$ cat config.mk
export PLATFORM = sky130hd
export DESIGN_NAME = matmul_read_sequencer
export DESIGN_NICKNAME = d
export VERILOG_FILES = /design/src/rtl/matmul_pkg.sv /design/src/rtl/matmul_line_addr_gen.sv /design/src/rtl/matmul_read_sequencer.sv
export SDC_FILE = /design/constraint.sdc
export NUM_CORES = 1
export LEC_CHECK = 0
export CORE_AREA = 2 2 70 72
export CTS_CLUSTER_SIZE = 28
export DETAILED_ROUTE_END_ITERATION = 8
export DIE_AREA = 0 0 72 74
export HOLD_SLACK_MARGIN = 0.06
export PLACE_DENSITY = 0.8
export SETUP_SLACK_MARGIN = 0.15
export SLEW_MARGIN = 20
export SYNTH_ARGS = -nofsm -noshare
export SYNTH_HDL_FRONTEND = slang
export SYNTH_SLANG_ARGS = --single-unit
export TNS_END_PERCENT = 50
$ cat constraint.sdc
create_clock -name clk -period 2.1 [get_ports clk]
set_input_delay 0.21 -clock clk [delete_from_list [all_inputs] [get_ports clk]]
set_output_delay 0.21 -clock clk [all_outputs]
set_load 0.01 [all_outputs]
$ cat src/rtl/matmul_pkg.sv
// Shared constants and state encoding for the 8x8 matrix-multiply blocks.
// The RAM, sequencer and datapath all size themselves from these values.
package matmul_pkg;

    localparam int DIM = 8;
    localparam int AW  = 6;
    localparam int IW  = 3;

    typedef enum logic [1:0] {
        ST_IDLE = 2'd0,
        ST_RUN  = 2'd1,
        ST_DONE = 2'd2
    } state_t;

endpackage

$ cat src/rtl/matmul_line_addr_gen.sv
// Combinational address vector for one row (col_mode=0) or one column (col_mode=1)
// of a DIM x DIM row-major matrix, one address per RAM read port.
module matmul_line_addr_gen
    import matmul_pkg::*;
(
    input  logic [IW-1:0]     idx,
    input  logic              col_mode,
    output logic [DIM*AW-1:0] addr
);

    always_comb begin
        addr = '0;
        for (int k = 0; k < DIM; k++) begin
            if (col_mode) begin
                addr[k*AW +: AW] = AW'(k * DIM) + AW'(idx);
            end else begin
                addr[k*AW +: AW] = AW'(idx) * AW'(DIM) + AW'(k);
            end
        end
    end

endmodule

$ cat src/rtl/matmul_read_sequencer.sv
// Walks all (i,j) pairs row-major, presenting row i of A and column j of B per beat.
// Outputs are registered; a stalled beat holds until out_ready, then done pulses once.
module matmul_read_sequencer
    import matmul_pkg::*;
(
    input  logic              clk,
    input  logic              rst,
    input  logic              start,
    input  logic              abort,
    input  logic              out_ready,
    output logic              out_valid,
    output logic [DIM*AW-1:0] a_addr,
    output logic [DIM*AW-1:0] b_addr,
    output logic [IW-1:0]     out_row,
    output logic [IW-1:0]     out_col,
    output logic              out_last,
    output logic              busy,
    output logic              done
);

    localparam logic [IW-1:0] IDX_MAX = IW'(DIM - 1);

    state_t            state_q, state_d;
    logic [IW-1:0]     i_q, i_d;
    logic [IW-1:0]     j_q, j_d;
    logic              valid_q, valid_d;
    logic              last_q, last_d;
    logic              busy_q, busy_d;
    logic              done_q, done_d;
    logic [DIM*AW-1:0] a_addr_q, a_addr_d;
    logic [DIM*AW-1:0] b_addr_q, b_addr_d;
    logic [DIM*AW-1:0] row_vec;
    logic [DIM*AW-1:0] col_vec;

    always_comb begin
        state_d = state_q;
        i_d     = i_q;
        j_d     = j_q;
        valid_d = valid_q;
        busy_d  = busy_q;
        done_d  = 1'b0;

        if (abort) begin
            state_d = ST_IDLE;
            i_d     = '0;
            j_d     = '0;
            valid_d = 1'b0;
            busy_d  = 1'b0;
        end else begin
            case (state_q)
                ST_IDLE: begin
                    if (start) begin
                        state_d = ST_RUN;
                        i_d     = '0;
                        j_d     = '0;
                        valid_d = 1'b1;
                        busy_d  = 1'b1;
                    end
                end
                ST_RUN: begin
                    if (valid_q && out_ready) begin
                        if (last_q) begin
                            state_d = ST_DONE;
                            i_d     = '0;
                            j_d     = '0;
                            valid_d = 1'b0;
                            busy_d  = 1'b0;
                            done_d  = 1'b1;
                        end else if (j_q == IDX_MAX) begin
                            j_d = '0;
                            i_d = i_q + IW'(1);
                        end else begin
                            j_d = j_q + IW'(1);
                        end
                    end
                end
                ST_DONE: begin
                    state_d = ST_IDLE;
                end
                default: begin
                    state_d = ST_IDLE;
                    i_d     = '0;
                    j_d     = '0;
                    valid_d = 1'b0;
                    busy_d  = 1'b0;
                end
            endcase
        end
    end

    // Addresses are derived from the next indices so they line up with the registered beat.
    matmul_line_addr_gen u_row_gen (
        .idx      (i_d),
        .col_mode (1'b0),
        .addr     (row_vec)
    );

    matmul_line_addr_gen u_col_gen (
        .idx      (j_d),
        .col_mode (1'b1),
        .addr     (col_vec)
    );

    always_comb begin
        last_d   = valid_d && (i_d == IDX_MAX) && (j_d == IDX_MAX);
        a_addr_d = valid_d ? row_vec : '0;
        b_addr_d = valid_d ? col_vec : '0;
    end

    always_ff @(posedge clk or posedge rst) begin
        if (rst) begin
            state_q  <= ST_IDLE;
            i_q      <= '0;
            j_q      <= '0;
            valid_q  <= 1'b0;
            last_q   <= 1'b0;
            busy_q   <= 1'b0;
            done_q   <= 1'b0;
            a_addr_q <= '0;
            b_addr_q <= '0;
        end else begin
            state_q  <= state_d;
            i_q      <= i_d;
            j_q      <= j_d;
            valid_q  <= valid_d;
            last_q   <= last_d;
            busy_q   <= busy_d;
            done_q   <= done_d;
            a_addr_q <= a_addr_d;
            b_addr_q <= b_addr_d;
        end
    end

    assign out_valid = valid_q;
    assign a_addr    = a_addr_q;
    assign b_addr    = b_addr_q;
    assign out_row   = i_q;
    assign out_col   = j_q;
    assign out_last  = last_q;
    assign busy      = busy_q;
    assign done      = done_q;

endmodule

==> Yosys cells after proc, flatten, opt, wreduce, memory -nomap -nowiden <==
Index checks and enable logic that the tools add are counted.
{ "word_totals": {"wordCells": 73, "in_bits": 5, "out_inout_bits": 106, "regBits": 108} }
{ "op_classes": {"addsub": 16, "n_mux": 33, "n_eq_ne": 9, "n_reduce_logical": 6} }
{ "op_table": {"columns": ["cell", "n"], "rows": [
  ["$mux 48", 2],
  ["$mux 3", 10],
  ["$add 6x3->6 const B", 4],
  ["$pmux 3 s3", 2],
  ["$add 5x3->6 const A", 2],
  ["$add 6x2->6 const B", 2],
  ["$add 6x3->6 const A", 2],
  ["$mux 1", 12],
  ["$eq 3x3->1 const B", 3],
  ["$ne 3x3->1 const B", 3],
  ["$mux 2", 4],
  ["$add 3x1->3 const B", 2],
  ["$add 5x4->6 const A", 1],
  ["$add 6x1->6 const B", 1],
  ["$pmux 1 s3", 2],
  ["$add 4x3->5 const A", 1],
  ["$add 4x4->5 const A", 1],
  ["$pmux 2 s2", 1],
  ["$reduce_and 4->1", 1],
  ["$logic_and 1x1->1", 3],
  ["$reduce_and 3->1", 1],
  ["$eq 2x1->1 const B", 1],
  ["$eq 2x2->1 const B", 1],
  ["$logic_not 2->1", 1],
  ["$ne 2x2->1 const B", 1]
]} }

==> Longest topological paths before layout <==
{ "logic_depth": {"word_depth": 9, "mapped_depth": 7, "depth_no_buf": 7} }

==> Hierarchy <==
A second synthesis with hierarchy kept.
{ "hier_totals": {"hier_cells": 375, "hier_area_um2": 4471.8} }
{ "modules_own_cells": {"columns": ["mod", "seq_area_each_um2", "cells_per_inst", "area_each_um2", "instances"], "rows": [
  ["matmul_read_sequencer", 2702.6, 277, 3753.6, 1],
  ["matmul_line_addr_gen", 0.0, 49, 359.1, 2]
]} }

==> Worst setup path before layout <==
Ideal clock, no wire load.
{ "synth_path": {"path_type": "reg-to-reg", "startpoint": "reg, netlist name a_addr[44]", "endpoint": "reg last_q, in the netlist out_last", "t_arrival_ns": 1.697, "required_time_ns": 1.978, "synth_period_minus_slack_ns": 1.819, "n_path_buf": 0, "slack_ns": 0.281, "setup_ns": 0.122, "path_stages_with_launch": 6, "path_cell_list": "dfrtp_1 > and2_4 > o22ai_4 > a221oi_2 > nor2_1 > o2111a_1"} }
{ "synth_rtl": {"columns": ["item", "line", "text"], "rows": [
  ["to (signal assigned)", "matmul_read_sequencer.sv:126", "last_q <= last_d;"],
  ["to (decl)", "matmul_read_sequencer.sv:27", "logic last_q, last_d;"]
]} }

==> impl_results.md <==
* Ant. Diodes at 0
* Synth Instances at 172
* Top post-synthesis cells by area: buf_4 (42%), dfrtp_1 (28%), nor2_1 (3.5%)
* Setup TNS at 0 ns
* Largest net degree at the start of global routing at 26
* Sw Ratio at 28.4%
* TritonCTS clock tree: done
* First-pass GRT wire length at 3970 µm
* Int Power at 0.625 mW
* Core Box Area at 4600 µm²
* DR pass1 iterations at 4
* Die X at 72 µm
* Seq/Total Area, Yosys at 28.2%
* DR WL met2 at 1420 µm
* Fraction of layout cells with a size suffix above 1 at 9.28%
* Fin util at 43.0%
* Min Tclk post-route at 1.81 ns
* Endpoint type of the worst setup path: primary output
* Routed vias at 1026
* Final setup fails at 0
* GRT Total Usage at 9.65%
* Area leader, netlist: buf_4
* Mapped Area at 1600 µm²
* Die height at 74 µm
* Count leader, synth: buf_4
* Most used DFF post-synth: dfrtp_1
* Met3 WL at 279 µm
* Number of flops mapped to enable cells by yosys at 0
* Cell Area, Placed at 1920 µm²
* Port bufs at 86
* RR Startpoint: out_col[1]$_DFF_PP0_
* Period utilization at 86.1%
* Post-CTS Setup Inserts at 0
* Worst hold path class: in -> async
* Pre-CTS worst setup slack at 0.327 ns
* Clock Skew at 0.00347 ns
* Synth cell count leaders: buf_4 (90), dfrtp_1 (18), nor2_1 (15)
* Core Rows at 25
* Power per cell area at 441 nW/µm²
* GRT overflow at 0
* Crit path required time at 1.89 ns
* Die area at 5330 µm²
* Finished Cell Area at 1980 µm²
* Post-DP HPWL at 2230 µm
* Vias/cell at 4.14
* Critical path startpoint category: flop
* Final wirelength at 2810 µm
* Slew @ Worst Pin at 0.681 ns
* Comb pwr share at 25.0%
* MaxCap Viol Count at 0
* Skew-Pair Late Insertion Delay at 0.26 ns
* Clock network fraction of total power at 33.4%
* Post-cts hold buffer count at 0
* Max Freq at 553 MHz
* Clk slew on worst S/H paths at 0.07 ns
* CP arrival at 1.60 ns
* Final Hold Viols at 0
* M1 WL at 1060 µm
* PostCTS Resize Cnt at 0
* Antenna-violating nets left at 0
* Placed Instances at 244
* Slew Limit Fails at 0
* CTS Root Cell: clkbuf_8
* Type of the worst setup path: reg -> out
* CTS H-tree lvls at 1
* Number of global-route vias before repair at 808
* Final hold slack at 0.350 ns
* Starting density of the core at 34.8%
* Initial antenna violation count at 0
* Yosys cell types at 37
* Top layer in use: met4
* # clock sinks at 18
* Nets at 204
* Total power at 0.873 mW
* Drt initial violations at 35
* Setup crit start: a_addr[44]$_DFF_PP0_
* Syn. warnings at 0
* Filler cells at 437
* Area delta synth->final at 23.7%
* # DRC at 0
* Reg power frac at 41.5%
* Worst vdd rail ir drop at 0.000183 V
* RSZ-0062 raised after global routing: no
* Syn Area/Cell at 9.30 µm²
* Async SR Flop Fraction at 100%
* Outcome: finished, final reports clean
* Post-Layout Cell Count at 248
* Psw at 0.248 mW
* Top cell type's share of synthesized area at 42.3%
* Flops & latches, synth at 18
* Clock tree buffer depth at 2
* Worst rel slew slack at 54.6%
* Final setup margin at 0.293 ns
* Cts bufs inserted at 3
* Gpl congestion at 0.785
* Wire per inst at 11.3 µm
* LEAKAGE at 0.846 nW
* I/O Pins at 111
* Crit Path Max Fanout at 25
worst max-delay path, stage by stage (launching register included):
cell             delay, ns
dfrtp_1               0.46
buf_4                 0.28
clkdlybuf4s50_1       0.59
registers in the layout, summed over array words and instances, names as in the netlist:
| signal | cells |
|---|---|
| a_addr | 4 |
| out_row | 3 |
| b_addr | 3 |
| busy | 1 |
| done | 1 |
| out_last | 1 |
| state_q | 2 |
| out_col | 3 |
power groups by stage:
stage,Clock (mW),Combinational [mW],Sequential [mW]
CTS,0.295,0.221,0.363
detailed placement,0,0.220,0.369
floorplan,0,0.192,0.375
global placement,0,0.217,0.369
global route,0.318,0.235,0.364
finish,0.292,0.219,0.363
cell usage in the layout, fill, tap and decap left out, types with 2 or more instances in the layout:
| master | n |
|---|---|
| nor4b_1 | 2 |
| dfrtp_1 | 18 |
| a22oi_1 | 2 |
| nor4_1 | 2 |
| nor3_4 | 2 |
| inv_1 | 3 |
| ha_1 | 4 |
| a21boi_0 | 2 |
| a21oi_1 | 2 |
| nand2_1 | 3 |
| clkdlybuf4s50_1 | 86 |
| conb_1 | 24 |
| o21ai_0 | 2 |
| nor2_1 | 15 |
| clkbuf_8 | 4 |
path summary, 6_finish.rpt:
path	end	slack (ns)	cells past startpoint
max in group asynchronous	b_addr[44]$_DFF_PP0_	1.32	2
hold / removal	out_row[2]$_DFF_PP0_	0.35	2
min in group clk	busy$_DFFE_PP0P_	0.56	2
setup / recovery	b_addr[40]	0.29	2
hold reg to reg	busy$_DFFE_PP0P_	0.56	2
setup reg to reg	out_last$_DFF_PP0_	0.38	5
cells by family after synthesis:
family	share of synthesized area, %
buf+inv	44.4
simple gates	13.2
mux	0.626
compound gates	10.3
fa+ha+maj	3.13
flops	28.2
other cells	0.235
per-layer routing:
layer | up-vias | track usage, %
met5 | - | 0
met4 | 0 | 4.40
met1 | 466 | 11.7
met2 | 59 | 16.2
li1 | 496 | -
met3 | 5 | 2.57
final cells by class:
| class | count | area [µm²] | share of cell area, % |
|---|---|---|---|
| well taps | 54 | 67.6 | 3.42 |
| inverters | 3 | 11.3 | 0.569 |
| flip-flops and latches | 18 | 450 | 22.8 |
| clock buffers | 4 | 55.1 | 2.78 |
| repair buffers | 87 | 868 | 43.9 |
| multi-input cells | 82 | 526 | 26.6 |
Power figures use the tool's default switching activity.
